## src/rtl/textmode_pkg.sv

```systemverilog
// Shared definitions for the text-mode console path: screen geometry, control codes
// and the console writer state encoding.
package textmode_pkg;

   localparam int COLS          = 80;
   localparam int ROWS          = 30;
   localparam int FONT_W        = 8;
   localparam int FONT_H        = 16;
   localparam int WORDS_PER_ROW = COLS / 4;
   localparam int SB_NWORDS     = ROWS * WORDS_PER_ROW;

   localparam logic [31:0] SPACE_WORD = 32'h2020_2020;

   localparam logic [7:0] CH_BS    = 8'h08;
   localparam logic [7:0] CH_LF    = 8'h0A;
   localparam logic [7:0] CH_FF    = 8'h0C;
   localparam logic [7:0] CH_CR    = 8'h0D;
   localparam logic [7:0] CH_SPACE = 8'h20;

   typedef enum logic [1:0] {
      ST_IDLE,
      ST_PUT,
      ST_CLR_ROW,
      ST_CLR_ALL
   } console_state_t;

endpackage

```

## src/rtl/textmode_console_writer.sv

```systemverilog
// Byte-stream terminal front end: turns characters and control codes into byte/word
// writes into the write-only GPU screenbuffer while tracking a hardware cursor.
module textmode_console_writer #(
   parameter logic [31:0] SCREENBUFFER_BASE_ADDR = 32'h0001_0000,
   parameter int          COLS                   = textmode_pkg::COLS,
   parameter int          ROWS                   = textmode_pkg::ROWS,
   parameter bit          CLEAR_ON_RESET         = 1'b1
) (
   input  logic        clk,
   input  logic        rst,
   input  logic        char_valid,
   input  logic [7:0]  char_data,
   output logic        char_ready,
   output logic [31:0] bus_addr,
   output logic [31:0] bus_wdata,
   output logic [3:0]  bus_wmask,
   output logic        bus_wen,
   input  logic        bus_ready,
   output logic [6:0]  cursor_col,
   output logic [4:0]  cursor_row,
   output logic        busy
);

   import textmode_pkg::*;

   localparam int             ROW_WORDS    = COLS / 4;
   localparam logic [6:0]     LAST_COL     = 7'(COLS - 1);
   localparam logic [4:0]     LAST_ROW     = 5'(ROWS - 1);
   localparam logic [9:0]     ROW_LAST_OFS = 10'(ROW_WORDS - 1);
   localparam logic [9:0]     LAST_WORD    = 10'(ROWS * ROW_WORDS - 1);
   localparam console_state_t RESET_STATE  = CLEAR_ON_RESET ? ST_CLR_ALL : ST_IDLE;

   // row*20 without a multiplier
   function automatic logic [9:0] row_word(input logic [4:0] r);
      logic [9:0] rr;
      rr = {5'd0, r};
      return (rr << 4) + (rr << 2);
   endfunction

   // row*80 + col without a multiplier
   function automatic logic [11:0] cell_index(input logic [4:0] r, input logic [6:0] c);
      logic [11:0] rr;
      rr = {7'd0, r};
      return (rr << 6) + (rr << 4) + {5'd0, c};
   endfunction

   function automatic logic [31:0] word_addr(input logic [9:0] w);
      return SCREENBUFFER_BASE_ADDR + {20'd0, w, 2'b00};
   endfunction

   console_state_t state_q, state_d;
   logic [6:0]     col_q, col_d;
   logic [4:0]     row_q, row_d;
   logic [9:0]     word_q, word_d;
   logic           put_bs_q, put_bs_d;
   logic [31:0]    bus_addr_q, bus_addr_d;
   logic [31:0]    bus_wdata_q, bus_wdata_d;
   logic [3:0]     bus_wmask_q, bus_wmask_d;
   logic           bus_wen_q, bus_wen_d;

   logic           done;
   logic [4:0]     row_next;
   logic [6:0]     put_col;
   logic [11:0]    cell_idx;
   logic [31:0]    cell_addr;
   logic [3:0]     cell_mask;
   logic           clr_last;

   assign done      = bus_wen_q & bus_ready;
   assign row_next  = (row_q == LAST_ROW) ? 5'd0 : row_q + 5'd1;
   // BS writes its blank one cell to the left of the cursor
   assign put_col   = (char_data == CH_BS) ? col_q - 7'd1 : col_q;
   assign cell_idx  = cell_index(row_q, put_col);
   assign cell_addr = SCREENBUFFER_BASE_ADDR + {20'd0, cell_idx[11:2], 2'b00};
   assign cell_mask = 4'b0001 << cell_idx[1:0];
   assign clr_last  = (state_q == ST_CLR_ALL) ? (word_q == LAST_WORD)
                                              : (word_q == row_word(row_q) + ROW_LAST_OFS);

   always_comb begin
      state_d     = state_q;
      col_d       = col_q;
      row_d       = row_q;
      word_d      = word_q;
      put_bs_d    = put_bs_q;
      bus_addr_d  = bus_addr_q;
      bus_wdata_d = bus_wdata_q;
      bus_wmask_d = bus_wmask_q;
      bus_wen_d   = bus_wen_q;

      case (state_q)
         ST_IDLE: if (char_valid) begin
            case (char_data)
               CH_CR: col_d = 7'd0;
               CH_LF: begin
                  col_d       = 7'd0;
                  row_d       = row_next;
                  word_d      = row_word(row_next);
                  state_d     = ST_CLR_ROW;
                  bus_addr_d  = word_addr(row_word(row_next));
                  bus_wdata_d = SPACE_WORD;
                  bus_wmask_d = 4'hF;
                  bus_wen_d   = 1'b1;
               end
               CH_FF: begin
                  word_d      = 10'd0;
                  state_d     = ST_CLR_ALL;
                  bus_addr_d  = word_addr(10'd0);
                  bus_wdata_d = SPACE_WORD;
                  bus_wmask_d = 4'hF;
                  bus_wen_d   = 1'b1;
               end
               CH_BS: if (col_q != 7'd0) begin
                  col_d       = put_col;
                  put_bs_d    = 1'b1;
                  state_d     = ST_PUT;
                  bus_addr_d  = cell_addr;
                  bus_wdata_d = {4{CH_SPACE}};
                  bus_wmask_d = cell_mask;
                  bus_wen_d   = 1'b1;
               end
               default: begin
                  put_bs_d    = 1'b0;
                  state_d     = ST_PUT;
                  bus_addr_d  = cell_addr;
                  bus_wdata_d = {4{char_data}};
                  bus_wmask_d = cell_mask;
                  bus_wen_d   = 1'b1;
               end
            endcase
         end

         ST_PUT: if (done) begin
            bus_wen_d = 1'b0;
            state_d   = ST_IDLE;
            if (!put_bs_q) begin
               if (col_q == LAST_COL) begin
                  // wrapped onto a new row: blank it before accepting more text
                  col_d       = 7'd0;
                  row_d       = row_next;
                  word_d      = row_word(row_next);
                  state_d     = ST_CLR_ROW;
                  bus_addr_d  = word_addr(row_word(row_next));
                  bus_wdata_d = SPACE_WORD;
                  bus_wmask_d = 4'hF;
                  bus_wen_d   = 1'b1;
               end else begin
                  col_d = col_q + 7'd1;
               end
            end
         end

         ST_CLR_ROW, ST_CLR_ALL: begin
            if (!bus_wen_q) begin
               // entered straight from reset: the start word has not been presented yet
               bus_addr_d  = word_addr(word_q);
               bus_wdata_d = SPACE_WORD;
               bus_wmask_d = 4'hF;
               bus_wen_d   = 1'b1;
            end else if (done) begin
               if (clr_last) begin
                  state_d   = ST_IDLE;
                  bus_wen_d = 1'b0;
                  if (state_q == ST_CLR_ALL) begin
                     col_d = 7'd0;
                     row_d = 5'd0;
                  end
               end else begin
                  word_d     = word_q + 10'd1;
                  bus_addr_d = word_addr(word_q + 10'd1);
               end
            end
         end

         default: state_d = ST_IDLE;
      endcase
   end

   always_ff @(posedge clk) begin
      if (!rst) begin
         state_q     <= RESET_STATE;
         col_q       <= 7'd0;
         row_q       <= 5'd0;
         word_q      <= 10'd0;
         put_bs_q    <= 1'b0;
         bus_addr_q  <= 32'd0;
         bus_wdata_q <= 32'd0;
         bus_wmask_q <= 4'd0;
         bus_wen_q   <= 1'b0;
      end else begin
         state_q     <= state_d;
         col_q       <= col_d;
         row_q       <= row_d;
         word_q      <= word_d;
         put_bs_q    <= put_bs_d;
         bus_addr_q  <= bus_addr_d;
         bus_wdata_q <= bus_wdata_d;
         bus_wmask_q <= bus_wmask_d;
         bus_wen_q   <= bus_wen_d;
      end
   end

   assign char_ready = (state_q == ST_IDLE);
   assign busy       = ~char_ready;
   assign bus_addr   = bus_addr_q;
   assign bus_wdata  = bus_wdata_q;
   assign bus_wmask  = bus_wmask_q;
   assign bus_wen    = bus_wen_q;
   assign cursor_col = col_q;
   assign cursor_row = row_q;

endmodule

```

## config.mk

```make
export PLATFORM = sky130hd
export DESIGN_NAME = textmode_console_writer
export DESIGN_NICKNAME = d
export VERILOG_FILES = /design/src/rtl/textmode_pkg.sv /design/src/rtl/textmode_console_writer.sv
export SDC_FILE = /design/constraint.sdc
export NUM_CORES = 1
export LEC_CHECK = 0
export CAP_MARGIN = 5
export CORE_AREA = 2 2 104 106
export DETAILED_ROUTE_END_ITERATION = 10
export DIE_AREA = 0 0 106 108
export HOLD_SLACK_MARGIN = 0.02
export PLACE_DENSITY = 0.69
export SYNTH_ARGS = -nofsm -noshare
export SYNTH_HDL_FRONTEND = slang
export SYNTH_SLANG_ARGS = --single-unit
```

## constraint.sdc

```tcl
create_clock -name clk -period 6.7 [get_ports clk]
set_clock_uncertainty 0.05 [all_clocks]
set_input_delay 1.675 -clock clk [delete_from_list [all_inputs] [get_ports clk]]
set_output_delay 1.675 -clock clk [all_outputs]
set_load 0.02 [all_outputs]
```

==> results <==
- Counting along the longest clock path gives a buffer depth of 2.
- The first TritonRoute pass finished after 5 iterations.
- The fraction of the core area covered by cells at the end of the flow is 48.4%.
- Counting the fill cells in the layout gives 980.
- For this run, design rule violations remaining after detail routing come to 0.
- Data on the critical path is required at its endpoint by 6.87 ns.
- The number of distinct library cells after synthesis is 74.
- After synthesis the netlist holds a flip-flop and latch count of 49.
- The total count of max-transition violations in the final report is 0.
- The detailed-route via count is 4242.
- The area of the die is 0.0114 mm2.
- The worst setup path is of the in2reg kind.
- The total number of H-tree levels is 2.
- For the final routed database, the setup TNS stands at 0 ns.
- The via count of the first global-routing pass is 3947.
- For the worst flop-to-flop path, the logic depth is 13.
- After floorplanning, the core was sized to cover 0.0102 mm2.
- The summed instance area of the synthesized netlist is 0.00438 mm2.
- The worst hold path passes through 2 cells.
- For this run, the number of Yosys warnings is 0.
- Dividing the detail-routed wire length by the instance count gives 17.0 um.
- Entering global routing, the biggest net connects 44 pins.
- The placed cell count is 718.
- The peak supply drop is 73.1 uV.
- The die height is 108 um.
- The final hold slack is 0.422 ns.
- The clock root buffer is sky130_fd_sc_hd__clkbuf_8.
- The top flip-flop cell by instance count after synthesis is sky130_fd_sc_hd__dfxtp_1.
- The fraction of layout cells with a size suffix above 1 is 5.76%.
- The overall power after layout is 0.000610 W.
- The top fanout value on the critical path is 17.
- The antenna diode count is 0.
- The number of gates resized after CTS is 0.
- The detail route stage leaves a number of antenna-violating nets equal to 0.
- The upper clock frequency limit is 178 MHz.
- The number of hold buffers added after CTS was 0.
- The worst-skew pair later-pin latency is 0.32 ns.
- For this run, the post-layout net count is 625.
- Data arrives at the worst endpoint at 5.80 ns.
- In this run the register-to-register setup slack is 2.56 ns.
- The number of input and output port buffers inserted is 73.
- Setup repair after global routing left no endpoint under its margin.
- The number of setup violations in the final report is 0.
- Sequential elements use 22.4% of the synthesized area.
- The sum of overflow across all layers after global routing is 0.
- The number of enable flip-flop cells after synthesis is 0.
- The total setup buffers inserted after CTS is 0.
- The HPWL after detailed placement is 9100 um.
- The finished layout holds 726 standard cells, fillers aside.
- Summing all flip-flop and latch instances after layout gives 981 um2.
- Clock-pin slew was measured on the worst setup and hold paths at 0.11 ns.
- The class of the worst hold path is reg2reg.
- From synthesis to final layout, the design area changed by 13.0%.
- Synthesis produced a netlist whose cell count is 569.
- The multi-input gate area in the final layout is 0.00286 mm2.
- The die is 106 um wide.
- The post-detailed-route via-to-cell ratio is 5.84.
- The congestion estimate from routability-driven global placement came to 0.968.
- The worst setup path is captured at a flop.
- In this run the count of I/O pins placed on the die edge is 95.
- Clock tree synthesis inserted a total of 5 buffers.
- The analysis attributes to cell leakage a power of 1.83 nW.
- The first global-routing pass estimated 19700 um of wire.
- The CTS tree is done.
- For this block, the routed nets add up to 12400 um of wire.
- The initialized floorplan defines 37 standard-cell rows.
- The launching point of the worst reg2reg path is cursor_row[0].
- The number of clock sinks seen by CTS is 49.
- The worst hold path terminates at bus_addr[8].
- The routed design could run at a clock period as short as 5.63 ns.
- The count of final hold-check violations came to 0.
- Once the floorplan was initialized, standard cells occupied 42.8% of the core.
- The synthesized area per cell is 7.70 um2.
- The flow ran to the end, and the final reports show no timing, DRC or antenna violations.
- The tool flagged a number of max-cap violations equal to 0.
- The areal power density over the cells is 123 mW/mm2.
- The startpoint of the most critical hold path is bus_addr[8].
- For the pin with the worst max-slew slack, the measured transition is 1.03 ns.
- After synthesis, the share of flip-flops with an asynchronous set or reset is 0%.
- The worst setup path is launched from an input port.
- The worst register-to-register path ends at state_q[0].
- For this run, the total global-route usage over all layers was measured as 21.4%.
- The detailed router's first-iteration violation count is 315.
- Dividing the final minimum period by the clock period gives 84.0%.
- The number of antenna violations at the first check in global routing is 0.
- The worst pin sits at a relative slew slack of 31.4%.
logic make-up (layout without fill, tap and decap cells):
family	Yosys count	in the layout	share of synthesized area [%]
buffers and inverters	107	108	14.1
adders and majority gates	24	24	7.54
xor gates and xnor gates	31	31	6.20
other	1	21	0.0856
AOI/OAI and AO/OA	167	167	27.0
and+or+nand+nor	185	185	21.5
muxes	5	5	1.23
DFF	49	49	22.4
per-stage QoR:
stage               worst slack, ns  area, um2
floorplan                      1.55       4450
global placement              0.951       4850
detailed placement            0.810       4850
CTS                            1.14       4950
global route                  0.773       4950
finish                         1.07       4950
power breakdown:
| part | total, W | switching (W) | internal (W) |
|---|---|---|---|
| Sequential | 0.000315 | 0.0000137 | 0.000301 |
| Clock | 0.000196 | 0.000120 | 0.0000763 |
| Combinational | 0.0000989 | 0.0000604 | 0.0000385 |
| Total | 0.000610 | 0.000194 | 0.000416 |
routing by layer:
metal / GRT usage, % / vias to the layer above / routed length (um)
met5: 0 / - / 0
met4: 7.89 / 0 / 298
met3: 3.25 / 25 / 860
met2: 37.2 / 183 / 5980
met1: 26.9 / 1997 / 5220
li1: - / 2037 / -
worst max-delay path: stages:
cell                              delay [ns]
sky130_fd_sc_hd__clkdlybuf4s50_1        0.72
sky130_fd_sc_hd__or3_1                  0.54
sky130_fd_sc_hd__nor3_1                 0.16
sky130_fd_sc_hd__buf_4                  0.20
sky130_fd_sc_hd__nand3_1                0.10
sky130_fd_sc_hd__xnor2_1                0.17
sky130_fd_sc_hd__fa_1                   0.52
sky130_fd_sc_hd__inv_1                  0.07
sky130_fd_sc_hd__fa_1                   0.45
sky130_fd_sc_hd__nor2b_1                0.14
sky130_fd_sc_hd__o21ai_0                0.11
sky130_fd_sc_hd__a21boi_0               0.27
sky130_fd_sc_hd__a21oi_1                0.11
sky130_fd_sc_hd__a211oi_1               0.26
sky130_fd_sc_hd__a21oi_1                0.06
sky130_fd_sc_hd__a41o_1                 0.25
sequential cells by signal, indices dropped and copies added (netlist names), 2 cells and up:
signal      flops
cursor_col      7
state_q         2
word_q         10
cursor_row      5
bus_addr       11
bus_wmask       4
bus_wdata       8
synth_stat cells, types with 6 or more instances:
cell | count | area share, %
sky130_fd_sc_hd__a31oi_1 | 9 | 1.3
sky130_fd_sc_hd__o21ai_0 | 30 | 3.4
sky130_fd_sc_hd__or3_1 | 6 | 0.86
sky130_fd_sc_hd__xnor2_1 | 18 | 3.6
sky130_fd_sc_hd__ha_1 | 20 | 5.7
sky130_fd_sc_hd__buf_2 | 9 | 1.0
sky130_fd_sc_hd__nand2_1 | 53 | 4.5
sky130_fd_sc_hd__a22oi_1 | 14 | 2.4
sky130_fd_sc_hd__nor2_1 | 42 | 3.6
sky130_fd_sc_hd__nand2b_1 | 8 | 1.1
sky130_fd_sc_hd__dfxtp_1 | 49 | 22
sky130_fd_sc_hd__and2_1 | 6 | 0.86
sky130_fd_sc_hd__inv_1 | 23 | 2.0
sky130_fd_sc_hd__nor3_1 | 11 | 1.3
sky130_fd_sc_hd__a211oi_1 | 19 | 3.3
sky130_fd_sc_hd__xor2_1 | 13 | 2.6
sky130_fd_sc_hd__nand3_1 | 27 | 3.1
sky130_fd_sc_hd__buf_4 | 46 | 7.9
sky130_fd_sc_hd__a21oi_1 | 39 | 4.5
sky130_fd_sc_hd__and3_1 | 6 | 0.86
sky130_fd_sc_hd__clkbuf_1 | 23 | 2.0
layout make-up:
cell class	instances	area share, %
multi-input cells	433	57.8
repair buffers	76	15.2
inverters	24	1.82
clock inverters	3	0.531
clock buffers	5	1.39
well taps	136	3.44
flip-flops and latches	49	19.8
placed cells by master, fill, tap and decap left out, types with 3 or more instances in the layout:
| cell | Yosys | final |
|---|---|---|
| sky130_fd_sc_hd__a221o_1 | 3 | 3 |
| sky130_fd_sc_hd__and3_1 | 6 | 6 |
| sky130_fd_sc_hd__o2111ai_1 | 4 | 4 |
| sky130_fd_sc_hd__conb_1 | 1 | 21 |
| sky130_fd_sc_hd__dfxtp_1 | 49 | 49 |
| sky130_fd_sc_hd__a21o_1 | 5 | 5 |
| sky130_fd_sc_hd__o221a_2 | 3 | 3 |
| sky130_fd_sc_hd__a211oi_1 | 19 | 19 |
| sky130_fd_sc_hd__buf_4 | 46 | 3 |
| sky130_fd_sc_hd__clkbuf_8 | 0 | 5 |
| sky130_fd_sc_hd__nand2_1 | 53 | 53 |
| sky130_fd_sc_hd__nand3_1 | 27 | 27 |
| sky130_fd_sc_hd__nor2_1 | 42 | 42 |
| sky130_fd_sc_hd__clkdlybuf4s50_1 | 0 | 73 |
| sky130_fd_sc_hd__ha_1 | 20 | 20 |
| sky130_fd_sc_hd__inv_1 | 23 | 23 |
| sky130_fd_sc_hd__and2_1 | 6 | 6 |
| sky130_fd_sc_hd__o211ai_1 | 5 | 5 |
| sky130_fd_sc_hd__a21oi_1 | 39 | 39 |
| sky130_fd_sc_hd__a31oi_1 | 9 | 9 |
| sky130_fd_sc_hd__nor2b_1 | 4 | 4 |
| sky130_fd_sc_hd__nand4_1 | 4 | 4 |
| sky130_fd_sc_hd__a21boi_0 | 3 | 3 |
| sky130_fd_sc_hd__fa_1 | 4 | 4 |
| sky130_fd_sc_hd__nand2b_1 | 8 | 8 |
| sky130_fd_sc_hd__xnor2_1 | 18 | 18 |
| sky130_fd_sc_hd__nor3_1 | 11 | 11 |
| sky130_fd_sc_hd__a41o_1 | 3 | 3 |
| sky130_fd_sc_hd__a22oi_1 | 14 | 14 |
| sky130_fd_sc_hd__o21ai_0 | 30 | 30 |
| sky130_fd_sc_hd__xor2_1 | 13 | 13 |
| sky130_fd_sc_hd__or3_1 | 6 | 6 |
| sky130_fd_sc_hd__o32ai_1 | 3 | 3 |
| sky130_fd_sc_hd__mux2_2 | 3 | 3 |
worst max path at each step:
| stage | from | endpoint | slack, ns |
|---|---|---|---|
| detailed placement | char_data[2] | bus_addr[9] | 0.81 |
| finish | char_data[2] | bus_addr[9] | 1.07 |
| global route | char_data[2] | bus_addr[9] | 0.77 |
| global placement | char_data[2] | bus_addr[9] | 0.95 |
| floorplan | char_data[5] | bus_addr[9] | 1.55 |
| CTS | char_data[2] | bus_addr[9] | 1.14 |
(Power assumes the default switching activity.)
==> edit 1: new RTL, config.mk and constraints unchanged <==
The parameter `CLEAR_ON_RESET` goes from 1'b1 to 1'b0.
--- a/src/rtl/textmode_console_writer.sv
+++ b/src/rtl/textmode_console_writer.sv
@@ -6,3 +6,3 @@
    parameter int          ROWS                   = textmode_pkg::ROWS,
-   parameter bit          CLEAR_ON_RESET         = 1'b1
+   parameter bit          CLEAR_ON_RESET         = 1'b0
 ) (
Behaviour: not the same (a bounded check fails within 4 cycles, from zero or initial values and one cycle with rst low).
==> edit 1 against the unedited design <==
Sequential cell count is the same. Die area is the same. Routed wire length grew 7.0%. Sequential share of layout area shrank 0.45 points. Design area grew 2.3%. Setup slack lost 58 ps. Synthesized area grew 1.9%. Total power grew 26%.
==> edit 1: results (changes against the unedited design) <==
- Global Route met1 Usage: 31.02% (+4.2 points)
- Register area share after synthesis: 21.99% (-0.41 points)
- Met2 layer usage reported by global route: 39.35% (+2.1 points)
- First-pass GRT wire length: 21,510 microns (+9.0%)
- GRT met3 Usage: 3.014% (-0.24 points)
- Status: finished clean
- Nets: 634 (+1.4%)
- Post-Place Cell Area: 4928 sq um (+1.6%)
- Share of layout cells above drive strength 1: 6.845% (+1.1 points)
- Gr usage total: 23.48% (+2.1 points)
- Crit path max fanout: 12 (-5)
- GPL Wtd Cong: 1.005 (+3.9%)
- Synth top area cells: dfxtp_1 (22%), buf_4 (7.6%), ha_1 (5.6%)
- Peak VDD IR: 0.07712 mV (+5.5%)
- Most instantiated cells after synthesis: nand2_1 (53), dfxtp_1 (49), buf_4 (45)
- Crit-path leading delay family: simple AND/OR/NAND/NOR gates
- Starting DRT DRC Count: 441 (+40%)
- Netlist cell types: 78 (+5.4%)
- Slowest stage delay, CP: 640 ps (-80 ps)
- Post-Layout Inst Area: 5062 sq um (+2.3%)
- Largest net degree at the start of global routing: 39 (-11%)
- Worst-Margin Slew: 944.5 ps (-81.29 ps)
- WP data arrival: 5850 ps (+50 ps)
- Via/cell ratio: 5.965 (+2.1%)
- Post-Place Setup Slack: 715.7 ps (-94.23 ps)
- Vias in the first global route: 4,049 (+2.6%)
==> edit 1: cell count changes after synthesis, moves of 6 or more <==
cell | before | now
a22oi_1 | 14 | 2
a221oi_1 | 1 | 12
nor2_1 | 42 | 32
a21oi_1 | 39 | 31
a211oi_1 | 19 | 12
nand3_1 | 27 | 33
==> edit 1: cell families (layout without fill, tap and decap cells) <==
family / after synthesis / in the layout / synth area share (%)
multiplexers: 3 / 3 / 0.7011
XOR/XNOR: 34 / 34 / 6.674
buffers and inverters: 111 / 113 / 14.44
other: 1 / 21 / 0.08405
AND/OR/NAND/NOR: 190 / 190 / 21.87
flip-flops: 49 / 49 / 21.99
AO/OA/AOI/OAI: 165 / 165 / 26.84
adder cells (fa/ha/maj): 24 / 24 / 7.403
==> edit 1: area by class of cell <==
type,count,area [sq um],share of cell area (%)
multi-input cells,437,2912,57.51
clock buffers,5,68.82,1.359
repair buffers,77,760.7,15.03
inverters,28,105.1,2.076
clock inverters,3,65.06,1.285
well taps,136,170.2,3.361
flip-flops and latches,49,980.9,19.38
==> edit 1: stage by stage <==
stage / power, uW / hold WS, ps / utilization [%] / cells
floorplan: 466.0 / 407.9 / - / 597
global placement: 512.5 / 405.0 / 48.17 / 727
detailed placement: 514.8 / 411.0 / 48.17 / 727
CTS: 770.7 / 426.9 / 49.48 / 735
global route: 804.1 / 451.3 / 49.48 / 735
finish: 769.6 / 422.9 / 49.48 / 735
==> edit 1: routing by layer <==
| layer | part of all wire (%) | vias to the layer above | wire length, microns |
|---|---|---|---|
| met3 | 7.7 | 42 | 1015 |
| met4 | 3.5 | 0 | 466 |
| met5 | 0 | - | 0 |
| met1 | 42 | 2016 | 5565 |
| met2 | 47 | 245 | 6172 |
| li1 | - | 2081 | - |
==> edit 1: path summary, 6_finish.rpt <==
| kind | cells after the start | start | to |
|---|---|---|---|
| setup / recovery | 15 | char_data[1] | bus_addr[9]$_SDFFE_PN0P_ |
| hold reg to reg | 2 | bus_addr[7]$_SDFFE_PN0P_ | bus_addr[7]$_SDFFE_PN0P_ |
| setup reg to reg | 14 | cursor_col[0]$_SDFFE_PN0P_ | bus_addr[9]$_SDFFE_PN0P_ |
| hold / removal | 2 | bus_addr[7]$_SDFFE_PN0P_ | bus_addr[7]$_SDFFE_PN0P_ |
==> edit 1: power by group through the flow <==
stage	logic [uW]	clock network [uW]	registers, uW
CTS	185	262	323
detailed placement	185	0	330
global route	201	276	326
global placement	183	0	329
finish	186	260	323
floorplan	136	0	330
==> edit 1: tightest hold or removal path, cell delays in order, from the launching register on <==
cell and delay [ps]:
dfxtp_1 330, nand2_2 60, a21oi_2 50
==> edit 2: new RTL, config.mk and constraints unchanged <==
Made on the original files. Make the reset (`rst`) asynchronous in one clocked block.
--- a/src/rtl/textmode_console_writer.sv
+++ b/src/rtl/textmode_console_writer.sv
@@ -177,3 +177,3 @@
 
-   always_ff @(posedge clk) begin
+   always_ff @(posedge clk or negedge rst) begin
       if (!rst) begin
Behaviour: differs if rst is asserted again (counterexample within 4 cycles, from zero or initial values and one cycle with rst low); with rst held inactive, the same outputs for 4 cycles.
==> edit 2 against the unedited design <==
Global-route usage fell by 0.58 points. Fmax down 0.62%. Setup slack got worse by 35 ps. Cell count fell by 6.1%. First-iteration DRC count decreased by 19%. Synthesized area fell by 1.1%. Non-clock buffer count did not move. Sequential cell count unchanged. Design area down 0.15%. Routed wire length fell by 7.1%. Critical path type unchanged. Highest routed layer unchanged.
Power is not compared: it rests on default switching activity, and its combinational part moved more than twofold at a synthesized area within 25%.
==> edit 2: results (changes against the unedited design) <==
- CTS root buf: clkbuf_8
- Nets: 581 (-7.0%)
- Status: finished clean
- Register area: 1229 sq um (+25%)
- Via/cell ratio: 5.742 (-1.7%)
- Reg2Reg Depth: 15 (+2)
- Ys async rst share: 100.0% (+100 points)
- TritonRoute pass-1 iters: 6 (+1)
- Area fraction in compound gates after synthesis: 21.07% (-6.0 points)
- Met3 routed WL: 746 microns (-13%)
- Starting DRT DRC Count: 255 (-19%)
- Metal1 wirelength: 4819 microns (-7.6%)
- Hold path start: bus_addr[16]$_DFFE_PN0P_
- CP Launch Point: char_data[4]
- Final wirelength: 11,480 microns (-7.1%)
- First-pass GRT wire length: 19,170 microns (-2.9%)
- R2R setup slack: 2320 ps (-240 ps)
- Top_reg_cell synth: dfrtp_1
- NonClk Buf Share: 15.15% (-0.078 points)
- Area occupied by multi-input gates: 2609 sq um (-8.7%)
- Met2 layer usage reported by global route: 36.41% (-0.83 points)
- Post-synthesis adder-cell area fraction: 7.630% (+0.087 points)
- Filler instances: 983 (+0.31%)
- Netlist cell types: 67 (-9.5%)
- Vias in the first global route: 3,865 (-2.1%)
- GRT met3 Usage: 3.315% (+0.060 points)
- Gr usage total: 20.81% (-0.58 points)
- Hold path endpoint: bus_addr[16]$_DFFE_PN0P_
- Crit path to: bus_addr[9]$_DFFE_PN0P_
- Share of layout cells above drive strength 1: 4.945% (-0.82 points)
- Worst-Margin Slew: 1074 ps (+47.69 ps)
- Clock buffers: 5 (unchanged)
- GPL Wtd Cong: 0.9177 (-5.2%)
- Global Route met1 Usage: 26.10% (-0.76 points)
- Post-synthesis xor/xnor area fraction: 5.665% (-0.54 points)
- Hold depth: 1 (-1)
- Largest net degree at the start of global routing: 50 (+14%)
- RR Endpoint: bus_addr[9]$_DFFE_PN0P_
- Synth top area cells: dfrtp_1 (27%), buf_4 (8.0%), ha_1 (5.8%)
- Antenna violations before repair: 0 (unchanged)
- Portion of netlist area occupied by mux cells: 5.087% (+3.9 points)
- Most instantiated cells after synthesis: nand2_1 (55), dfrtp_1 (47), buf_4 (46)
- Detailed placer's ending HPWL: 8563 microns (-5.9%)
- Wire length on met2: 5585 microns (-6.7%)
- WP data arrival: 5820 ps (+20 ps)
- Crit path max fanout: 12 (-5)
- Register area share after synthesis: 28.38% (+6.0 points)
- Clock network share of area: 1.900% (-0.022 points)
- Number of sequential cells: 49 (unchanged)
[edit 2: cell types whose count changed in the layout (fill, tap and decap cells not counted), sizes merged, moves of 6 or more]
cell / delta
nor2: -13
nor3: -6
dfrtp: +47
dfxtp: -49
mux2: +12
nand3: -8
a21o: +7
a22o: +7
a221oi: +6
a21oi: -20
a211oi: -17
[edit 2: through the flow]
stage | instances | power, uW | worst slack [ps] | area, sq um
after global placement | 674 | 330.0 | 897.1 | 4846
after detailed placement | 674 | 330.2 | 774.7 | 4846
after floorplan | 538 | 323.9 | 1539 | 4404
after global routing | 682 | 532.5 | 644.4 | 4940
final | 682 | 515.1 | 1035 | 4940
after CTS | 682 | 519.6 | 1084 | 4940
[edit 2: critical path: stages]
cell and delay [ps]:
clkdlybuf4s50_1 440, nor4_1 360, and2_1 200, nand3_1 180, inv_1 320, nand3_1 150
xnor2_1 200, fa_1 520, inv_1 60, fa_1 460, nor2b_1 140, o21ai_0 110
a21boi_0 250, a21oi_1 80, a221oi_1 280, a21oi_1 60, mux2_1 310
